`config.mk`:
```
export PLATFORM = sky130hd
export DESIGN_NAME = sha256_digest_tx_flat
export DESIGN_NICKNAME = d
export VERILOG_FILES = /design/src/rtl/sha256_digest_tx_if.sv /design/src/rtl/sha256_digest_tx.sv /design/src/flat_wrapper.sv
export SDC_FILE = /design/constraint.sdc
export NUM_CORES = 1
export LEC_CHECK = 0
export ABC_AREA = 1
export CAP_MARGIN = 20
export CORE_MARGIN = 4
export CORE_UTILIZATION = 45
export DETAILED_ROUTE_END_ITERATION = 16
export PLACE_DENSITY = 0.77
export SYNTH_ARGS = -nofsm -noshare
export SYNTH_HDL_FRONTEND = slang
export SYNTH_SLANG_ARGS = --single-unit
```
`constraint.sdc`:
```
create_clock -name clk -period 4.3 [get_ports clk]
set_input_delay 0.86 -clock clk [delete_from_list [all_inputs] [get_ports clk]]
set_output_delay 0.86 -clock clk [all_outputs]
set_load 0.005 [all_outputs]
```
`src/rtl/sha256_digest_tx_if.sv`:
```
// Digest-in / byte-stream-out bundle for sha256_digest_tx.
// master = digest source and stream sink, slave = the serializer.
interface sha256_digest_tx_if;
    logic [255:0] hash_in;
    logic         hash_valid;
    logic         hex_mode;
    logic [7:0]   tx_data;
    logic         tx_valid;
    logic         tx_ready;
    logic         tx_last;
    logic         busy;
    logic         overrun;

    modport master (
        output hash_in, hash_valid, hex_mode, tx_ready,
        input  tx_data, tx_valid, tx_last, busy, overrun
    );

    modport slave (
        input  hash_in, hash_valid, hex_mode, tx_ready,
        output tx_data, tx_valid, tx_last, busy, overrun
    );
endinterface

```
`src/rtl/sha256_digest_tx.sv`:
```
// Serializes a 256-bit digest as 32 raw bytes or 64 ASCII hex characters
// over a valid/ready byte stream, big-endian, H0 first.
module sha256_digest_tx #(
    parameter bit LOWERCASE = 1'b1
) (
    input logic              clk,
    input logic              reset,
    sha256_digest_tx_if.slave b
);
    typedef enum logic {IDLE, SEND} state_e;

    localparam logic [7:0] ALPHA = LOWERCASE ? 8'h57 : 8'h37;

    state_e       state_q, state_d;
    logic [5:0]   cnt_q, cnt_d;
    logic [255:0] dig_q, dig_d;
    logic         hex_q, hex_d;
    logic         ovr_q, ovr_d;

    logic         valid, last, fire, load;
    logic [5:0]   term;
    logic [7:0]   bin_byte, hex_byte;
    logic [3:0]   nib;

    assign valid = (state_q == SEND);
    assign term  = hex_q ? 6'd63 : 6'd31;
    assign last  = valid && (cnt_q == term);
    assign fire  = valid && b.tx_ready;

    // ~cnt selects from the MSB end, giving big-endian order
    assign bin_byte = dig_q[{~cnt_q[4:0], 3'b000} +: 8];
    assign nib      = dig_q[{~cnt_q, 2'b00} +: 4];
    assign hex_byte = (nib < 4'd10) ? 8'h30 + {4'h0, nib}
                                    : ALPHA + {4'h0, nib};

    assign b.tx_valid = valid;
    assign b.tx_last  = last;
    assign b.tx_data  = valid ? (hex_q ? hex_byte : bin_byte) : 8'h00;
    assign b.busy     = valid;
    assign b.overrun  = ovr_q;

    always_comb begin
        state_d = state_q;
        cnt_d   = cnt_q;
        dig_d   = dig_q;
        hex_d   = hex_q;
        ovr_d   = ovr_q;
        load    = 1'b0;
        unique case (state_q)
            IDLE: begin
                if (b.hash_valid) load = 1'b1;
            end
            SEND: begin
                if (fire) begin
                    if (last) begin
                        if (b.hash_valid) load = 1'b1;
                        else state_d = IDLE;
                    end else begin
                        cnt_d = cnt_q + 6'd1;
                    end
                end
                // only the final transfer may accept a back-to-back digest
                if (b.hash_valid && !(fire && last)) ovr_d = 1'b1;
            end
        endcase
        if (load) begin
            state_d = SEND;
            cnt_d   = 6'd0;
            dig_d   = b.hash_in;
            hex_d   = b.hex_mode;
        end
    end

    always_ff @(posedge clk) begin
        if (reset) begin
            state_q <= IDLE;
            cnt_q   <= 6'd0;
            dig_q   <= '0;
            hex_q   <= 1'b0;
            ovr_q   <= 1'b0;
        end else begin
            state_q <= state_d;
            cnt_q   <= cnt_d;
            dig_q   <= dig_d;
            hex_q   <= hex_d;
            ovr_q   <= ovr_d;
        end
    end
endmodule

```
`src/flat_wrapper.sv`:
```
// flat-port wrapper written by rule: the top's interface ports become plain ports
module sha256_digest_tx_flat 
#(
    parameter bit LOWERCASE = 1'b1
)
  (clk, reset, b_hash_in, b_hash_valid, b_hex_mode, b_tx_ready, b_tx_data, b_tx_valid, b_tx_last, b_busy, b_overrun);
  sha256_digest_tx_if b_i ();
  input logic clk;
  input logic reset;
  input wire logic [$bits(b_i.hash_in)-1:0] b_hash_in;
  input wire logic [$bits(b_i.hash_valid)-1:0] b_hash_valid;
  input wire logic [$bits(b_i.hex_mode)-1:0] b_hex_mode;
  input wire logic [$bits(b_i.tx_ready)-1:0] b_tx_ready;
  output wire logic [$bits(b_i.tx_data)-1:0] b_tx_data;
  output wire logic [$bits(b_i.tx_valid)-1:0] b_tx_valid;
  output wire logic [$bits(b_i.tx_last)-1:0] b_tx_last;
  output wire logic [$bits(b_i.busy)-1:0] b_busy;
  output wire logic [$bits(b_i.overrun)-1:0] b_overrun;
  assign b_i.hash_in = b_hash_in;
  assign b_i.hash_valid = b_hash_valid;
  assign b_i.hex_mode = b_hex_mode;
  assign b_i.tx_ready = b_tx_ready;
  assign b_tx_data = b_i.tx_data;
  assign b_tx_valid = b_i.tx_valid;
  assign b_tx_last = b_i.tx_last;
  assign b_busy = b_i.busy;
  assign b_overrun = b_i.overrun;
  sha256_digest_tx #(.LOWERCASE(LOWERCASE)) u_core (.clk(clk), .reset(reset), .b(b_i));
endmodule
```
==> results.sh <==
export IMPL_outcome="complete, no violations"
export IMPL_synth_cell_types=41
export IMPL_netlist_area_leader_share_pct=37.9
export IMPL_setup_violations=0
export IMPL_die_area_um2=34000
export IMPL_crit_chain="buf_16 > or2_2 > o211ai_1 > a21oi_1 > nor2_1 > nand2_1 > nand3_1 > nand2_1 > inv_1 > ha_1 > inv_1 > nand2_1 > a21oi_2 > clkdlybuf4s50_1"
export IMPL_path_class="register to output port"
export IMPL_post_drt_wl_per_cell_um=19.2
export IMPL_nNetsFinal=2525
export IMPL_synthFlopType="dfxtp_1"
export IMPL_cts_sinks=265
export IMPL_power_internal_w=0.00444
export IMPL_coreArea_um2=30700
export IMPL_diodes=0
export IMPL_cp_data_arrival_time_ns=3.32
export IMPL_dp_cells=2622
export IMPL_post_route_min_period_ns=4.18
export IMPL_final_layout_size_suffix_gt1_share_pct=5.92
export IMPL_num_io_pins=273
export IMPL_vias=15300
export IMPL_fillers=2895
export IMPL_switching_share_pct=27.8
export IMPL_p_per_area_nw_per_um2=348
export IMPL_worst_path_buf_inv=4
export IMPL_ys_warn_count=0
export IMPL_min_path_type="register to register"
export IMPL_cts_root_buf="clkbuf_16"
export IMPL_die_width_um=184
export IMPL_synth_commonest_cells="409 x nor2_1, 308 x nand2_1, 265 x dfxtp_1"
export IMPL_tns_ns=0
export IMPL_pwr_share_comb_pct=17.1
export IMPL_power_frac_seq_pct=45.4
export IMPL_critPathCaptureType="output port"
export IMPL_netlist_area_um2=14000
export IMPL_yosys_top_cells_area="dfxtp_1 38%, nor2_1 11%, nand2_1 8.3%"
export IMPL_max_freq_mhz=239
export IMPL_clkTransAtPathRegs_ns=0.07
export IMPL_rsz0062_at_grt="false"
export IMPL_firstDrtPassIters=6
export IMPL_finClkSkew_ns=0.0238
export IMPL_via_per_inst=5.71
export IMPL_antenna_found_initial=2
export IMPL_switching_power_w=0.00171
export IMPL_cts_buffers_inserted=27
export IMPL_post_synth_top_area_cell="dfxtp_1"
export IMPL_cap_violations=0
export IMPL_ant_nets=0
export IMPL_io_buffers=272
export IMPL_synthCells=2092
export IMPL_htree_num_levels=1
export IMPL_start_kind="register"
export IMPL_hold_viol_final=0
export IMPL_clkPwrFrac_pct=37.5
export IMPL_cpMostUsedCell="nand2_1"
export IMPL_initial_utilization_pct=45.6
export IMPL_clock_path_buffers=3
export IMPL_hpwl_um=36100
export IMPL_grt_max_degree=167
export IMPL_cts_tree="built"
export IMPL_area_delta_synth_final_pct=26.4
export IMPL_num_rows=64
export IMPL_synth_seq_area_share_pct=37.9
export IMPL_synthArstFlopShare_pct=0
export IMPL_cp_slowest_cell="clkdlybuf4s50_1"
export IMPL_synth_edff_count=0
export IMPL_critical_path_required_ns=3.44
export IMPL_synth_nets=2355
export IMPL_insertion_delay_ns=0.54
export IMPL_drc=0
export IMPL_syn_avg_cell_area_um2=6.69
export IMPL_grt_use_total_pct=27.9
export IMPL_synth_most_common_cell="nor2_1"
export IMPL_die_y_um=184
export IMPL_ys_ff_latch=265
export IMPL_slew_headroom_pct=46.5
export IMPL_fin_crit_sh_pct=97.3
export IMPL_cp_max_fo=58
export IMPL_critical_path_top_delay_family="buffers and inverters"
export IMPL_ir_drop_mv=0.265
export IMPL_fin_cells=2676
export IMPL_gp_congestion=0.959
export IMPL_grt_pass1_vias=14000
export IMPL_worstMarginPinSlew_ns=0.802
export IMPL_drv_slew=0
export IMPL_leakage_nw=7.20
export IMPL_grt_overflow=0
export IMPL_routed_wl_um=51400
export IMPL_postCtsHoldBufs=0
export IMPL_grt_pass1_wl_um=75700
export IMPL_drtIter0Drc=2023
export IMPL_crit_path_max_incr_delay_ns=0.54
-- metal layers --
| layer | global-route usage [%] | up-vias | wire, um |
|---|---|---|---|
| met3 | 5.84 | 105 | 5710 |
| met2 | 41.2 | 782 | 21800 |
| met4 | 8.13 | 2 | 1560 |
| met5 | 0 | - | 13 |
| li1 | - | 7353 | - |
| met1 | 41.1 | 7034 | 22300 |
-- path summary, 6_finish.rpt --
check                                      start                        endpoint  cells after the start  slack [ns]
setup / recovery    u_core.cnt_q[0]$_SDFFE_PP0P_                    b_tx_data[1]                     14        0.12
setup reg to reg    u_core.cnt_q[0]$_SDFFE_PP0P_   u_core.dig_q[21]$_SDFFE_PP0P_                     13        1.10
hold reg to reg   u_core.dig_q[221]$_SDFFE_PP0P_  u_core.dig_q[221]$_SDFFE_PP0P_                      2        0.46
hold / removal    u_core.dig_q[221]$_SDFFE_PP0P_  u_core.dig_q[221]$_SDFFE_PP0P_                      2        0.46
-- what timing repair did --
item	in CTS	in global routing
endpoints found under the setup margin	1	5
pin swaps	0	1
resized for setup	1	21
gates cloned	0	5
setup buffers	0	2
-- cell families after synthesis --
group	Yosys count	synth area share [%]
AO/OA/AOI/OAI	619	24.4
adder cells (fa/ha/maj)	2	0.179
AND/OR/NAND/NOR	919	27.0
buffers and inverters	287	10.5
flip-flops	265	37.9
-- cell usage in the layout, fill, tap and decap left out, drive strengths merged, types with 6 or more instances in the layout --
cell / Yosys / final
buf: 123 / 36
clkdlybuf4s50: 0 / 270
clkinv: 0 / 6
o211ai: 81 / 81
nor2: 411 / 411
dfxtp: 265 / 265
inv: 115 / 115
clkbuf: 49 / 42
o21ai: 351 / 351
a21oi: 150 / 150
o221ai: 15 / 15
or2: 30 / 30
a211oi: 6 / 6
nand2: 310 / 310
nand3: 155 / 155
-- flip-flops by register name, indices dropped and copies added (netlist names) --
register	count
u_core.hex_q	1
u_core.dig_q	256
u_core.b.busy	1
u_core.b.overrun	1
u_core.cnt_q	6
-- worst register-to-register path: stages, from the launching register on --
cell and delay, ns:
dfxtp_4 0.46, buf_4 0.21, clkbuf_16 0.26, ha_1 0.19, inv_1 0.09, nor3_4 0.20, nand3_2 0.13, o21ai_2 0.28
inv_2 0.08, nor2_4 0.18, inv_8 0.24, buf_12 0.41, o21ai_0 0.28, a21oi_1 0.06
-- power by group through the flow --
stage          sequential (W)  clock, W  combinational [W]
3_5_place_dp          0.00284         0            0.00101
2_1_floorplan         0.00277         0           0.000625
6_report              0.00280   0.00231            0.00105
4_1_cts               0.00279   0.00233            0.00102
5_1_grt               0.00281   0.00243            0.00116
3_3_place_gp          0.00284         0           0.000993
-- per-stage QoR --
stage	area [um^2]	utilization (%)	setup WS (ns)	hold WS, ns	total power, W
floorplan	14000	-	1.51	0.429	0.00339
global placement	16600	54.2	0.626	0.443	0.00383
detailed placement	16600	54.2	0.582	0.450	0.00385
CTS	17500	57.0	0.00170	0.460	0.00614
global route	17700	57.7	0.00505	0.478	0.00640
finish	17700	57.7	0.117	0.455	0.00616
-- final cells by class --
cell class              instances  area [um^2]  area share (%)
flip-flops and latches        265         5320            30.0
clock inverters                10         87.6           0.495
repair buffers                313         3320            18.8
well taps                     396          495            2.80
multi-input cells            1540         7240            40.9
clock buffers                  37          774            4.38
inverters                     115          458            2.59
(Power assumes the default switching activity.)
